$ cat config.mk
export PLATFORM = sky130hd
export DESIGN_NAME = fifo_slot_master
export DESIGN_NICKNAME = d
export VERILOG_FILES = /design/src/rtl/fifo_slot_pkg.sv /design/src/rtl/sat_counter.sv /design/src/rtl/fifo_slot_master.sv
export SDC_FILE = /design/constraint.sdc
export NUM_CORES = 1
export LEC_CHECK = 0
export BUFFER_PORTS_ARGS = -buffer_cell sky130_fd_sc_hd__clkbuf_2
export CORE_MARGIN = 2
export CORE_UTILIZATION = 44
export DETAILED_ROUTE_END_ITERATION = 6
export PLACE_DENSITY = 0.88
export SYNTH_ARGS = -nofsm -noshare
export SYNTH_HDL_FRONTEND = slang
export SYNTH_SLANG_ARGS = --single-unit
export TNS_END_PERCENT = 20
$ cat constraint.sdc
create_clock -name clk -period 2.8 [get_ports clk]
set_input_delay 0.14 -clock clk [delete_from_list [all_inputs] [get_ports clk]]
set_output_delay 0.14 -clock clk [all_outputs]
set_load 0.01 [all_outputs]
$ cat src/rtl/fifo_slot_pkg.sv
// ============================================================================
// Module   : fifo_slot_pkg
// Purpose  : Shared types and slot register map for the FIFO slot master.
// Revision : 1.0 - initial release
// ============================================================================
`default_nettype none

package fifo_slot_pkg;

    typedef enum logic [1:0] {
        IDLE   = 2'd0,
        POLL   = 2'd1,
        ACCESS = 2'd2,
        RESP   = 2'd3
    } state_t;

    typedef enum logic {
        OP_PUSH = 1'b0,
        OP_POP  = 1'b1
    } cmd_op_t;

    localparam logic [4:0] REG_STATUS = 5'd0;
    localparam logic [4:0] REG_WDATA  = 5'd1;
    localparam logic [4:0] REG_RDATA  = 5'd2;

    localparam int FULL_BIT  = 31;
    localparam int EMPTY_BIT = 30;

    localparam int STATS_WIDTH = 16;

endpackage

`default_nettype wire

$ cat src/rtl/sat_counter.sv
// ============================================================================
// Module   : sat_counter
// Purpose  : Event counter that holds at all-ones instead of wrapping.
// Revision : 1.0 - initial release
// ============================================================================
`default_nettype none

module sat_counter #(
    parameter int WIDTH = 16
) (
    input  logic             clk,
    input  logic             reset,
    input  logic             inc,
    output logic [WIDTH-1:0] cnt
);

    localparam logic [WIDTH-1:0] c_MAX = {WIDTH{1'b1}};

    logic [WIDTH-1:0] r_cnt;

    always_ff @(posedge clk or posedge reset) begin
        if (reset) begin
            r_cnt <= '0;
        end else if (inc && (r_cnt != c_MAX)) begin
            r_cnt <= r_cnt + 1'b1;
        end
    end

    assign cnt = r_cnt;

endmodule

`default_nettype wire

$ cat src/rtl/fifo_slot_master.sv
// ============================================================================
// Module   : fifo_slot_master
// Purpose  : Turns push/pop commands into status-polled MMIO slot accesses.
//            Define FIFO_SLOT_MASTER_STATS_EN to add push/pop/timeout counters.
// Revision : 1.0 - initial release
// ============================================================================
`default_nettype none

module fifo_slot_master
    import fifo_slot_pkg::*;
#(
    parameter int DATA_WIDTH = 8,
    parameter int MAX_POLL   = 16
) (
    input  logic                  clk,
    input  logic                  reset,
    input  logic                  cmd_valid,
    output logic                  cmd_ready,
    input  logic                  cmd_op,
    input  logic [DATA_WIDTH-1:0] cmd_data,
    output logic                  rsp_valid,
    output logic [DATA_WIDTH-1:0] rsp_data,
    output logic                  rsp_err,
    output logic                  cs,
    output logic                  read,
    output logic                  write,
    output logic [4:0]            addr,
    output logic [31:0]           wr_data,
    input  logic [31:0]           rd_data
`ifdef FIFO_SLOT_MASTER_STATS_EN
    ,
    output logic [STATS_WIDTH-1:0] push_cnt,
    output logic [STATS_WIDTH-1:0] pop_cnt,
    output logic [STATS_WIDTH-1:0] timeout_cnt
`endif
);

    localparam int c_PCNT_W = (MAX_POLL > 1) ? $clog2(MAX_POLL) : 1;
    localparam logic [c_PCNT_W-1:0] c_POLL_LAST = c_PCNT_W'(MAX_POLL - 1);

    state_t                r_state;
    state_t                w_next_state;
    cmd_op_t               r_op;
    logic [DATA_WIDTH-1:0] r_data;
    logic [c_PCNT_W-1:0]   r_poll_cnt;
    logic                  r_rsp_valid;
    logic                  r_rsp_err;
    logic [DATA_WIDTH-1:0] r_rsp_data;

    logic                  w_status_ok;
    logic                  w_poll_last;
    logic [31:0]           w_wdata_ext;

    // Status is address-independent, so it can be judged in the POLL cycle itself.
    assign w_status_ok = (r_op == OP_PUSH) ? ~rd_data[FULL_BIT] : ~rd_data[EMPTY_BIT];
    assign w_poll_last = (r_poll_cnt == c_POLL_LAST);
    assign w_wdata_ext = {{(32 - DATA_WIDTH){1'b0}}, r_data};

    generate
        if (DATA_WIDTH < 30) begin : g_spare_rd_bits
            logic w_unused_rd;
            assign w_unused_rd = ^rd_data[29:DATA_WIDTH];
        end
    endgenerate

    always_ff @(posedge clk or posedge reset) begin : p_state_reg
        if (reset) begin
            r_state <= IDLE;
        end else begin
            r_state <= w_next_state;
        end
    end

    always_comb begin : p_next_state
        w_next_state = r_state;
        case (r_state)
            IDLE: begin
                if (cmd_valid) begin
                    w_next_state = POLL;
                end
            end
            POLL: begin
                if (w_status_ok) begin
                    w_next_state = ACCESS;
                end else if (w_poll_last) begin
                    w_next_state = RESP;
                end
            end
            ACCESS:  w_next_state = RESP;
            RESP:    w_next_state = IDLE;
            default: w_next_state = IDLE;
        endcase
    end

    always_comb begin : p_outputs
        cmd_ready = 1'b0;
        cs        = 1'b0;
        read      = 1'b0;
        write     = 1'b0;
        addr      = REG_STATUS;
        wr_data   = '0;
        case (r_state)
            IDLE: cmd_ready = 1'b1;
            POLL: cs = 1'b1;
            ACCESS: begin
                cs = 1'b1;
                if (r_op == OP_PUSH) begin
                    write   = 1'b1;
                    addr    = REG_WDATA;
                    wr_data = w_wdata_ext;
                end else begin
                    read = 1'b1;
                    addr = REG_RDATA;
                end
            end
            default: ;
        endcase
    end

    // Response registers default to zero so every response is a single-cycle pulse.
    always_ff @(posedge clk or posedge reset) begin : p_datapath
        if (reset) begin
            r_op        <= OP_PUSH;
            r_data      <= '0;
            r_poll_cnt  <= '0;
            r_rsp_valid <= 1'b0;
            r_rsp_err   <= 1'b0;
            r_rsp_data  <= '0;
        end else begin
            r_rsp_valid <= 1'b0;
            r_rsp_err   <= 1'b0;
            r_rsp_data  <= '0;
            case (r_state)
                IDLE: begin
                    if (cmd_valid) begin
                        r_op       <= cmd_op_t'(cmd_op);
                        r_data     <= cmd_data;
                        r_poll_cnt <= '0;
                    end
                end
                POLL: begin
                    if (!w_status_ok) begin
                        if (w_poll_last) begin
                            r_rsp_valid <= 1'b1;
                            r_rsp_err   <= 1'b1;
                        end else begin
                            r_poll_cnt <= r_poll_cnt + 1'b1;
                        end
                    end
                end
                ACCESS: begin
                    r_rsp_valid <= 1'b1;
                    if (r_op == OP_POP) begin
                        r_rsp_data <= rd_data[DATA_WIDTH-1:0];
                    end
                end
                default: ;
            endcase
        end
    end

    assign rsp_valid = r_rsp_valid;
    assign rsp_err   = r_rsp_err;
    assign rsp_data  = r_rsp_data;

`ifdef FIFO_SLOT_MASTER_STATS_EN
    logic w_push_inc;
    logic w_pop_inc;
    logic w_timeout_inc;

    assign w_push_inc    = (r_state == ACCESS) && (r_op == OP_PUSH);
    assign w_pop_inc     = (r_state == ACCESS) && (r_op == OP_POP);
    assign w_timeout_inc = (r_state == RESP) && r_rsp_err;

    sat_counter #(.WIDTH(STATS_WIDTH)) u_push_cnt (
        .clk   (clk),
        .reset (reset),
        .inc   (w_push_inc),
        .cnt   (push_cnt)
    );

    sat_counter #(.WIDTH(STATS_WIDTH)) u_pop_cnt (
        .clk   (clk),
        .reset (reset),
        .inc   (w_pop_inc),
        .cnt   (pop_cnt)
    );

    sat_counter #(.WIDTH(STATS_WIDTH)) u_timeout_cnt (
        .clk   (clk),
        .reset (reset),
        .inc   (w_timeout_inc),
        .cnt   (timeout_cnt)
    );
`endif

endmodule

`default_nettype wire

==> flow_summary.ini <==
[route]
drt_iter0_markers = 14
routedWlPerCell_um = 10.7
vias = 928
wirelength_um = 2110
antenna_left = 0
drtPass1Iterations = 4
drc = 0
viasPerCell = 4.71

[global_route]
grt_start_max_net_pins = 26
grt-ovfl-total = 0
track_usage_pct = 12.8
antenna_found_initial = 0
grt_pass1_wl_um = 3300
grt_pass1_vias = 791

[floorplan]
rows = 19
core-area_um2 = 2830
die_w_um = 59.1
ios = 95
fp.dieH_um = 59.1
start_util_pct = 47.2
dieArea_um2 = 3490

[timing]
skew_ns = 0.00157
fmax_ghz = 0.533
fin_crit_ns = 1.88
drv_slew = 0
setup_viol = 0
maxSlewHeadroom_pct = 41.1
timing_hold_violations_final = 0
grt_setup_unrepaired = no
fin_tns_setup_ns = 0
finalCritPeriodShare_pct = 67.0
tightest_slew_ns = 0.883
layout_setup_ws_ns = 0.924

[synthesis]
synthFlopType = dfrtp_1
yosysWarnings = 0
async_reset_ff_share_pct = 100
seq_area_frac_synth_pct = 46.9
synth_seq_cells = 25
netlist_instances = 122
yosysTopAreaCellShare_pct = 46.9
synth_common_cells = 29 x buf_4, 25 x dfrtp_1, 9 x and2_1, 9 x mux2_2, 8 x and3_1
synth_area_leader_cell = dfrtp_1
netlist_area_um2 = 1340
synth_area_leaders = dfrtp_1 47%, buf_4 16%, mux2_2 7.6%
synth_cell_types = 29
synth.avg_cell_area_um2 = 10.9
synth-edff-count = 0
yosysMostFrequentCell = buf_4

[worst_setup_path]
ff2ff_setup_slack_ns = 1.14
critPathCaptureType = output pin
critPathMaxFanout = 11
r2r_start = r_state[0]
cp-start-kind = flop
reg2reg_to = r_poll_cnt[0]
arrival_ns = 1.74
worstSetupStartpoint = r_state[0]
critPathKind = flop to output pin
cp.required_ns = 2.66
crit_path_end = wr_data[4]
r2r_cells = 6

[cts]
cts_tree = done
root_buffer = clkbuf_4
post_cts_buffers = 0
cts-buffers-inserted = 3
clock_sinks = 25
postCtsHoldBufs = 1
clkLatencyLatePin_ns = 0.33
cts_buffer_depth = 2
cts_resized = 0
path_clk_slew_ns = 0.14
cts.htree.levels = 1

[hold_path]
hold_class = primary input to flop

[power]
power_density_nw_per_um2 = 875
ir_drop_mv = 0.364
p_leak_nw = 0.880

[place]
place.gp.congestion = 0.749
dp_slack_ns = 1.13
dpl.hpwl_um = 1720
io_buffers = 45

[layout]
final.fill_count = 261
diodes = 0
fin_nets = 215
drive_gt1_share_pct = 41.0
area_growth_pct = 13.0

[outcome]
status = complete, no violations

[run]
cap_violations = 0
## power breakdown
part	switching, mW	total, mW	internal (mW)
registers	0.0770	0.561	0.484
logic	0.303	0.587	0.284
clock network	0.115	0.173	0.0583
total	0.495	1.32	0.826
## worst min-delay path by stage
stage / startpoint / end / slack [ns] / cells past startpoint
after global placement: reset / rsp_data[3] / 0.35 / 2
after global routing: cmd_data[1] / r_data[1] / 0.01 / 2
after detailed placement: reset / r_data[4] / 0.36 / 2
final: cmd_data[3] / r_data[3] / 0.03 / 2
after floorplan: reset / r_data[0] / 0.17 / 1
after CTS: cmd_data[3] / r_data[3] / 0.02 / 2
## final cells by class
type	count	area [µm²]	area share, %
Inverter	5	18.8	1.24
Clock buffer	3	22.5	1.49
Timing Repair Buffer	46	235	15.6
Sequential cell	25	626	41.5
Tap cell	31	38.8	2.57
Multi-Input combinational cell	86	559	37.1
Clock inverter	1	8.76	0.580
## registers in the layout, summed over array words and instances (netlist names)
register,flops
r_op,1
rsp_data,8
rsp_err,1
r_state,2
r_poll_cnt,4
rsp_valid,1
r_data,8
## critical path, stage by stage, from the launching register on
cell	delay, ns
dfrtp_1	0.45
inv_1	0.09
ha_1	0.33
and2b_2	0.28
and2_1	0.14
clkbuf_2	0.12
## layout by cell type, fill, tap and decap left out, drive strengths merged
cell type,n
mux2,11
a21o,2
o21a,1
and2b,1
clkbuf,48
nand3,2
o21ai,2
nand4b,2
or2,1
nand2,6
nor2,2
dfrtp,25
a21oi,3
conb,27
dlygate4sd3,1
nor2b,1
a31oi,2
inv,6
o22a,1
a22o,1
and2,9
and3,8
ha,4
## per-layer routing
| metal | GRT usage [%] | up-vias | part of all wire, % |
|---|---|---|---|
| li1 | - | 438 | - |
| met1 | 12.8 | 439 | 39 |
| met2 | 24.1 | 47 | 51 |
| met3 | 2.84 | 4 | 8.7 |
| met4 | 6.82 | 0 | 1.5 |
| met5 | 0 | - | 0 |
## kinds of logic after synthesis
group / Yosys count / synth area share, %
multiplexers: 11 / 9.84
adder cells (fa/ha/maj): 4 / 3.75
buffers and inverters: 37 / 18.6
AND/OR/NAND/NOR: 32 / 14.7
AO/OA/AOI/OAI: 12 / 6.00
other: 1 / 0.281
flip-flops: 25 / 46.9
## through the flow
| stage | util, % | instances | total power, mW | hold slack, ns | instance area, µm² |
|---|---|---|---|---|---|
| floorplan | - | 148 | 1.03 | 0.167 | 1430 |
| global placement | 51.9 | 192 | 1.15 | 0.351 | 1470 |
| detailed placement | 51.9 | 192 | 1.17 | 0.365 | 1470 |
| CTS | 53.3 | 197 | 1.35 | 0.0212 | 1510 |
| global route | 53.3 | 197 | 1.43 | 0.0102 | 1510 |
| finish | 53.3 | 197 | 1.32 | 0.0315 | 1510 |
Note: power is estimated with default switching activity, not from simulation.
